## src/rtl/sr_by_d_pkg.sv

```systemverilog
// Shared encodings for the sr_by_d flip-flop bank.
package sr_by_d_pkg;

  typedef enum logic [1:0] {
    MODE_SR = 2'b00,
    MODE_JK = 2'b01,
    MODE_T  = 2'b10,
    MODE_D  = 2'b11
  } mode_e;

  localparam int POL_HOLD = 0;
  localparam int POL_SET  = 1;
  localparam int POL_RST  = 2;

endpackage

```

## src/rtl/sr_by_d_ff_next_cell.sv

```systemverilog
// Single-bit next-state decoder: picks the D input for one storage bit.
import sr_by_d_pkg::*;

module ff_next_cell #(
  parameter int SR_POLICY = POL_HOLD
) (
  input  logic [1:0] mode,
  input  logic       s,
  input  logic       r,
  input  logic       q,
  output logic       d,
  output logic       ill
);

  always_comb begin
    d   = q;
    ill = 1'b0;
    case (mode_e'(mode))
      MODE_SR: begin
        case ({s, r})
          2'b01:   d = 1'b0;
          2'b10:   d = 1'b1;
          2'b11: begin
            ill = 1'b1;
            if (SR_POLICY == POL_SET)      d = 1'b1;
            else if (SR_POLICY == POL_RST) d = 1'b0;
            else                           d = q;
          end
          default: d = q;
        endcase
      end
      MODE_JK: begin
        case ({s, r})
          2'b01:   d = 1'b0;
          2'b10:   d = 1'b1;
          2'b11:   d = ~q;
          default: d = q;
        endcase
      end
      MODE_T:  d = s ? ~q : q;
      MODE_D:  d = s;
      default: d = q;
    endcase
  end

endmodule

```

## src/rtl/sr_by_d.sv

```systemverilog
// SR/JK/T/D flip-flop bank on plain D storage, with S=R=1 monitoring.
import sr_by_d_pkg::*;

module sr_by_d #(
  parameter int WIDTH     = 8,
  parameter int SR_POLICY = POL_HOLD,
  parameter int CNT_W     = 8
) (
  input  logic             clk,
  input  logic             rst_n,
  input  logic             en,
  input  logic [1:0]       mode,
  input  logic [WIDTH-1:0] s,
  input  logic [WIDTH-1:0] r,
  input  logic             clr_err,
  output logic [WIDTH-1:0] q,
  output logic [WIDTH-1:0] qbar,
  output logic [WIDTH-1:0] illegal,
  output logic             illegal_pulse,
  output logic [CNT_W-1:0] err_cnt
);

  logic [WIDTH-1:0] q_reg;
  logic [WIDTH-1:0] d_vec;
  logic [WIDTH-1:0] ill_raw;
  logic [WIDTH-1:0] ill_vec;
  logic             any_ill;

  for (genvar i = 0; i < WIDTH; i++) begin : g_cell
    ff_next_cell #(.SR_POLICY(SR_POLICY)) u_cell (
      .mode (mode),
      .s    (s[i]),
      .r    (r[i]),
      .q    (q_reg[i]),
      .d    (d_vec[i]),
      .ill  (ill_raw[i])
    );
  end

  assign ill_vec = en ? ill_raw : '0;
  assign any_ill = |ill_vec;

  always_ff @(posedge clk or negedge rst_n) begin
    if (!rst_n) begin
      q_reg         <= '0;
      illegal       <= '0;
      illegal_pulse <= 1'b0;
      err_cnt       <= '0;
    end else begin
      if (en) q_reg <= d_vec;
      illegal_pulse <= any_ill;
      // A fresh illegal event in the clearing cycle survives the clear.
      if (clr_err) begin
        illegal <= ill_vec;
        err_cnt <= any_ill ? CNT_W'(1) : '0;
      end else begin
        illegal <= illegal | ill_vec;
        if (any_ill && (err_cnt != {CNT_W{1'b1}}))
          err_cnt <= err_cnt + CNT_W'(1);
      end
    end
  end

  assign q    = q_reg;
  assign qbar = ~q_reg;

endmodule

```

## config.mk

```make
export PLATFORM = sky130hd
export DESIGN_NAME = sr_by_d
export DESIGN_NICKNAME = d
export VERILOG_FILES = /design/src/rtl/sr_by_d_pkg.sv /design/src/rtl/sr_by_d_ff_next_cell.sv /design/src/rtl/sr_by_d.sv
export SDC_FILE = /design/constraint.sdc
export NUM_CORES = 1
export LEC_CHECK = 0
export ABC_AREA = 1
export CORE_ASPECT_RATIO = 0.8
export CORE_MARGIN = 5
export CORE_UTILIZATION = 35
export DETAILED_ROUTE_END_ITERATION = 8
export PLACE_DENSITY_LB_ADDON = 0.15
export SYNTH_ARGS = -nofsm -noshare
export SYNTH_HDL_FRONTEND = slang
export SYNTH_SLANG_ARGS = --single-unit
```

## constraint.sdc

```tcl
create_clock -name clk -period 3.7 [get_ports clk]
set_input_delay 0.74 -clock clk [delete_from_list [all_inputs] [get_ports clk]]
set_output_delay 0.74 -clock clk [all_outputs]
set_load 0.02 [all_outputs]
```

# == Word level (Yosys, flattened, before mapping) ==
# Cells that the tools add are included.
# classes
n_reduce_logical,12
addsub,1
mux,53
n_eq_ne,52
bitwise,10
# ops
cell,count
equality test 2 bit (second input constant),18
two-way mux 8 bit,4
!= test 4 x 1 -> 1 bit (second input constant),8
one-hot mux 1 bit (4 select lines),8
AND reduction 4 bit,8
two-way mux 1 bit,25
!= test 3 x 1 -> 1 bit (second input constant),8
one-hot mux 1 bit (3 select lines),8
equality test 2 x 1 -> 1 bit (second input constant),9
!= test 2 bit (second input constant),8
one-hot mux 1 bit (2 select lines),8
adder 8 x 1 -> 8 bit (second input constant),1
!= test 8 bit (second input constant),1
NOT 1 bit,8
NOT 8 bit,1
OR 8 bit,1
OR reduction 8 bit,1
logical NOT 2 bit,1
nonzero test 2 bit,1
logical AND 1 bit,1
# totals
regBits,25
input_bits,22
output_inout_bits,33
wordCells,139

# == Depth between registers and ports, before layout ==
# Gate-level depths: netlist of run 1.
# depth
depth_word,8
depth_mapped,11
mapped_depth_nobuf,10

# == Hierarchy ==
# A second synthesis of run 1 with hierarchy kept.
# unflattened
hier_cells,308
hier_area_um2,2039.5
# by_module_without_submodules
module,cells_each,instances,seq_area_each_um2,area_each_um2
sr_by_d,148,1,625.6,1208.7
ff_next_cell,20,8,0.0,103.8

# == Least setup slack after synthesis of run 1 ==
# No wires, ideal clock.
# synth_path
kind,in2reg
start,input en
end,register err_cnt[5]
slack_ns,2.040
stages,11
t_arrival_ns,1.543
required_time_ns,3.583
setup_ns,0.117
cell_sequence,buf_6 nand2_2 inv_2 nand3_1 nand2_1 nor2_2 nand2_4 nand2_4 nand2_4 nand2_1 nand2_1
# synth_between
elab_chain_len,4
# synth_lines
item,line,source
start: declaration,sr_by_d.sv:11,"input logic en,"
two-way mux 8 bit,sr_by_d.sv:40,assign ill_vec = en ? ill_raw : '0;
OR reduction 8 bit,sr_by_d.sv:41,assign any_ill = |ill_vec;
via any_ill,sr_by_d.sv:27,logic any_ill;
logical AND 1 bit,sr_by_d.sv:58,if (any_ill && (err_cnt != {CNT_W{1'b1}}))
nonzero test 2 bit (no source line),n/a,
end signal: assignment,sr_by_d.sv:55,err_cnt <= any_ill ? CNT_W'(1) : '0;
end signal: assignment,sr_by_d.sv:59,err_cnt <= err_cnt + CNT_W'(1);
end: declaration,sr_by_d.sv:20,output logic [CNT_W-1:0] err_cnt
# The timed path passes the listed nets, and every way through them passes these cells.
# A chain may end at the register's enable or synchronous reset.

# == Worst setup path in the final report of run 1 ==
# layout_path
start,input mode[1]
end,register err_cnt[4]
# layout_between
elab_chain_len,6
# layout_lines
item,line,source
start: declaration,sr_by_d.sv:12,"input logic [1:0] mode,"
logical NOT 2 bit (*),sr_by_d_ff_next_cell.sv:18,case (mode_e'(mode))
two-way mux 1 bit,sr_by_d_ff_next_cell.sv:18,
two-way mux 8 bit (*),sr_by_d.sv:40,
OR reduction 8 bit (*),sr_by_d.sv:41,
via any_ill,sr_by_d.sv:27,
logical AND 1 bit (*),sr_by_d.sv:58,
nonzero test 2 bit (no source line) (*),n/a,
# Mark *: on every way through the listed nets, which the timed path passes. The rest lies on a longest branch.

==> impl_metrics.json, run 1 <==
{
  "wl_met1_mm": 1.968,
  "track_usage_pct": 13.46,
  "tightest_slew_ns": 0.6214,
  "cts_setup_buffers": 0,
  "numCtsBuffers": 3,
  "yosys.area.top_type_share_pct": 40.13,
  "cts_resized": 0,
  "routedWlPerCell_um": 12.27,
  "core_um2": 4257,
  "row_count": 21,
  "vias": 1446,
  "vdd_drop_max_uv": 216.9,
  "setup-violations-final": 0,
  "min_period_ns": 2.391,
  "worstPathArrival_ns": 2.59,
  "first_iter_violations": 99,
  "synth_cell_type_count": 29,
  "htree_levels": 1,
  "crit_path_end_kind": "flop",
  "min_path_type": "flop to flop",
  "final_nets": 281,
  "multi_input_area_um2": 744.5,
  "netlist_area_um2": 1559,
  "seq_area_um2": 625.6,
  "place.gp.congestion": 0.8026,
  "drt-total-wl_mm": 3.853,
  "status": "complete, no violations",
  "drive_gt1_share_pct": 8.560,
  "antenna_found_initial": 0,
  "grt_max_degree": 26,
  "yosysTopAreaCell": "dfrtp_1",
  "required_ns": 3.90,
  "ys_seq_area_share_pct": 40.13,
  "fin_crit_sh_pct": 64.61,
  "avgViaCountPerCell": 4.605,
  "antenna_cells": 0,
  "wl_met3_um": 252,
  "ios": 55,
  "finalInstanceArea_um2": 2126,
  "top_layer": "met4",
  "cts_tree": "built",
  "post-route-drc-count": 0,
  "grt_pass1_vias": 1369,
  "fp.dieH_um": 69.70,
  "drv_slew": 0,
  "regToRegSetupSlack_ns": 2.05,
  "cp_max_fo": 18,
  "cts-root-buf": "clkbuf_8",
  "drtAntennaViolNets": 0,
  "cts_max_path_buffers": 2,
  "hpwlAfterDp_mm": 3.004,
  "syn_avg_cell_area_um2": 7.389,
  "placed_area_um2": 2079,
  "wl_met2_mm": 1.613,
  "synth_common_cells": "nand2_1, dfrtp_1, nor2_1",
  "synth_nets": 234,
  "max-cap-violations": 0,
  "synthArstFlopShare_pct": 100.0,
  "path_class": "input port to flop",
  "grt-ovfl-total": 0,
  "area_growth_pct": 36.36,
  "yosys_warnings": 0,
  "fmaxAchievable_ghz": 0.4183,
  "ctsHoldBuffers": 0,
  "leakage_nw": 1.049,
  "grt_setup_unrepaired": "false",
  "start_util_pct": 36.63,
  "clk_latency_ns": 0.27,
  "firstDrtPassIters": 4,
  "final_cell_count_no_fill": 314,
  "dp.cells": 310,
  "cts.sinks": 25,
  "ys_ff_latch": 25,
  "synth_cells": 211,
  "hold_violations": 0,
  "power_density_nw_per_um2": 338.8,
  "relSlewSlack_pct": 58.53,
  "dieArea_um2": 5897,
  "synth_edf_count": 0,
  "die_w_um": 84.62,
  "worst_setup_path_start_kind": "input port",
  "skew_ns": 0.007385,
  "grt_pass1_wl_mm": 6.555,
  "synth_most_common_cell": "nand2_1",
  "portBuffers": 54,
  "clk_pin_slew_ns": 0.09,
  "synth_area_leaders": "dfrtp_1, nand2_1, nand3_1, nor2_1, inv_1",
  "setup_tns_ns": 0,
  "fillers": 419,
  "synth_top_flop_cell": "dfrtp_1"
}
[where the power goes]
part / switching, mW / total (mW) / internal [mW] / leakage, nW
sequential: 0.0205 / 0.316 / 0.296 / 0.327
combinational: 0.130 / 0.243 / 0.113 / 0.697
clock: 0.0856 / 0.161 / 0.0753 / 0.0255
total: 0.236 / 0.720 / 0.484 / 1.05
[placed cells by master (no fill, tap or decap), drive strengths merged, types with 2 or more instances in the layout]
cell	count
inv	24
clkdlybuf4s50	54
nand2	58
a21oi	14
o21ai	9
dfrtp	25
xnor2	2
a211oi	2
clkbuf	3
nor2	28
nand4	3
o2bb2ai	2
nor3	3
nand3	21
[worst max-delay path, cell delays in order]
cell and delay, ns:
clkdlybuf4s50_1 0.62, nor2_4 0.44, nand3_1 0.19, nand2_1 0.12, nor2_2 0.06, nand2_4 0.09
nand2_4 0.10, nand2_4 0.10, nand2_1 0.06, nand2_1 0.07
[layer usage]
metal	vias up	GRT usage [%]
met4	0	2.109
met3	2	3.325
met5	-	0
met1	639	20.29
met2	42	19.55
li1	763	-
[kinds of logic after synthesis]
family / Yosys count / synth area share, %
and+or+nand+nor: 117 / 35.23
buffers and inverters: 37 / 12.12
AOI/OAI and AO/OA: 28 / 10.03
DFF: 25 / 40.13
xor gates and xnor gates: 3 / 1.686
adders and majority gates: 1 / 0.8024
[through the flow]
stage / util, % / hold slack [ns] / setup WS (ns) / total power, mW
after detailed placement: 48.85 / 0.4727 / 1.051 / 0.5672
after global placement: 48.85 / 0.4659 / 1.112 / 0.5680
after CTS: 49.94 / 0.4971 / 1.333 / 0.7336
after floorplan: - / 0.4444 / 2.040 / 0.4624
final: 49.94 / 0.4905 / 1.309 / 0.7202
after global routing: 49.94 / 0.5122 / 1.174 / 0.7668
[final timing paths]
kind | startpoint | end | depth (start not counted)
min in group asynchronous | rst_n | err_cnt[5] | 2
min | illegal[4] | illegal[4] | 2
max | mode[1] | err_cnt[4] | 10
min reg2reg | illegal[4] | illegal[4] | 2
max in group asynchronous | rst_n | illegal[3] | 2
max reg2reg | err_cnt[0] | err_cnt[4] | 9
[cell type report]
cell class	instances	area share [%]
Sequential cell	25	29.43
Tap cell	57	3.355
Clock buffer	3	1.942
Clock inverter	1	0.2354
Timing Repair Buffer	55	25.78
Inverter	24	4.238
Multi-Input combinational cell	149	35.02
No activity file was read; power rests on OpenSTA's default activity.
==> inputs of run 2 (changes only) <==
clock period = 2 ns   (was 3.7 ns; I/O delays follow)
==> run 2 against run 1 <==
Against the previous run:
- non-clock buffer count grew 13
- die area is the same
- worst setup slack lost 1.1 ns
- cell count grew 4.1%
- combinational power grew 95%
- register-to-register slack lost 1.6 ns
- clock-buffer cell count grew 1
- global-route usage grew 0.57 points
- clock power grew 83%
- critical path depth shrank 8
- critical path type is now flop to primary output
- largest cell class unchanged
- highest routed layer unchanged
==> impl_metrics.json, run 2 (synthesis results as in run 1) <==
{
  "status": "complete, no violations",
  "hpwlAfterDp_mm": 3.186,
  "layout_common_cells": "clkdlybuf4s50_1, nand2_1, nor2_1, dfrtp_1, nand3_1",
  "dpl_worst_slack_ns": -0.0001417,
  "path_class": "flop to primary output",
  "relSlewSlack_pct": 77.67,
  "drv_slew": 0,
  "clk_pin_slew_ns": 0.08,
  "post-route-drc-count": 0,
  "dieArea_um2": 5897,
  "die_w_um": 84.62,
  "grt-ovfl-total": 0,
  "cts_max_path_buffers": 2,
  "tightest_slew_ns": 0.3349,
  "start_util_pct": 36.63,
  "regToRegSetupSlack_ns": 0.42,
  "final_util_pct": 52.79,
  "drt-total-wl_mm": 4.007,
  "vias": 1511,
  "cts_resized": 0,
  "final_common_cell": "clkdlybuf4s50_1",
  "finalInstanceArea_um2": 2247,
  "power_mw": 1.353,
  "ios": 55,
  "htree_levels": 1,
  "skew_ns": 0.001498,
  "grt_pass1_vias": 1460,
  "row_count": 21,
  "setup_tns_ns": 0,
  "core_um2": 4257,
  "worstPathArrival_ns": 1.36,
  "ctsHoldBuffers": 0,
  "antenna_found_initial": 0,
  "grt_max_degree": 26,
  "drive_gt1_share_pct": 12.59,
  "fmaxAchievable_ghz": 0.5678,
  "clk_latency_ns": 0.26,
  "cp_max_fo": 3,
  "portBuffers": 54,
  "max-cap-violations": 0,
  "final.setup.worst_slack_ns": 0.2389,
  "power_density_nw_per_um2": 601.9,
  "antenna_cells": 0,
  "setup-violations-final": 0,
  "hold_violations": 0,
  "crit_path_end_kind": "primary output",
  "fp.dieH_um": 69.70,
  "cts-root-buf": "clkbuf_8",
  "worst_setup_path_start_kind": "flop",
  "track_usage_pct": 14.03,
  "min_path_type": "flop to flop",
  "min_period_ns": 1.761,
  "placed_area_um2": 2202,
  "hold_slack_ns": 0.4844,
  "final_cell_count_no_fill": 327,
  "place.gp.congestion": 0.8350,
  "firstDrtPassIters": 4,
  "dp.cells": 323,
  "cts_setup_buffers": 0,
  "numCtsBuffers": 3,
  "drtAntennaViolNets": 0,
  "area_growth_pct": 44.14,
  "cts_tree": "built",
  "first_iter_violations": 55,
  "vdd_drop_max_uv": 513.2,
  "avgViaCountPerCell": 4.621,
  "cts.sinks": 25,
  "grt_setup_unrepaired": "false",
  "required_ns": 1.60,
  "leakage_nw": 1.114,
  "grt_pass1_wl_mm": 6.851,
  "final_nets": 294,
  "routedWlPerCell_um": 12.25,
  "fin_crit_sh_pct": 88.06
}
## run 2: cell type report
class / instances / area (µm²)
flip-flops and latches: 25 / 625.6
multi-input cells: 149 / 744.5
clock buffers: 4 / 45.04
fillers: 420 / 2009
repair buffers: 68 / 670.6
inverters: 24 / 90.09
well taps: 57 / 71.32
## run 2: worst paths after layout
path / start / endpoint / depth (start not counted)
setup / recovery: q[4] / qbar[4] / 2
hold / removal: illegal[7] / illegal[7] / 2
setup reg to reg: err_cnt[0] / err_cnt[3] / 9
hold reg to reg: illegal[7] / illegal[7] / 2
max in group asynchronous: rst_n / q[7] / 2
min in group asynchronous: rst_n / q[3] / 2
## run 2: critical path, cell delays in order (launching register included)
cell             delay, ns
dfrtp_1               0.39
inv_1                 0.10
clkdlybuf4s50_1       0.61
## run 2: report_power, final
| group | leakage (nW) | switching [mW] | internal (mW) | total, mW |
|---|---|---|---|---|
| sequential | 0.327 | 0.0377 | 0.547 | 0.585 |
| clock | 0.0228 | 0.153 | 0.142 | 0.295 |
| combinational | 0.764 | 0.247 | 0.226 | 0.473 |
## run 2: metal layers
metal / vias up / part of all wire [%] / track usage (%)
met3: 4 / 4.6 / 3.444
met4: 0 / 1.1 / 3.163
met2: 31 / 44 / 21.89
li1: 790 / - / -
met1: 686 / 50 / 19.48
met5: - / 0 / 0
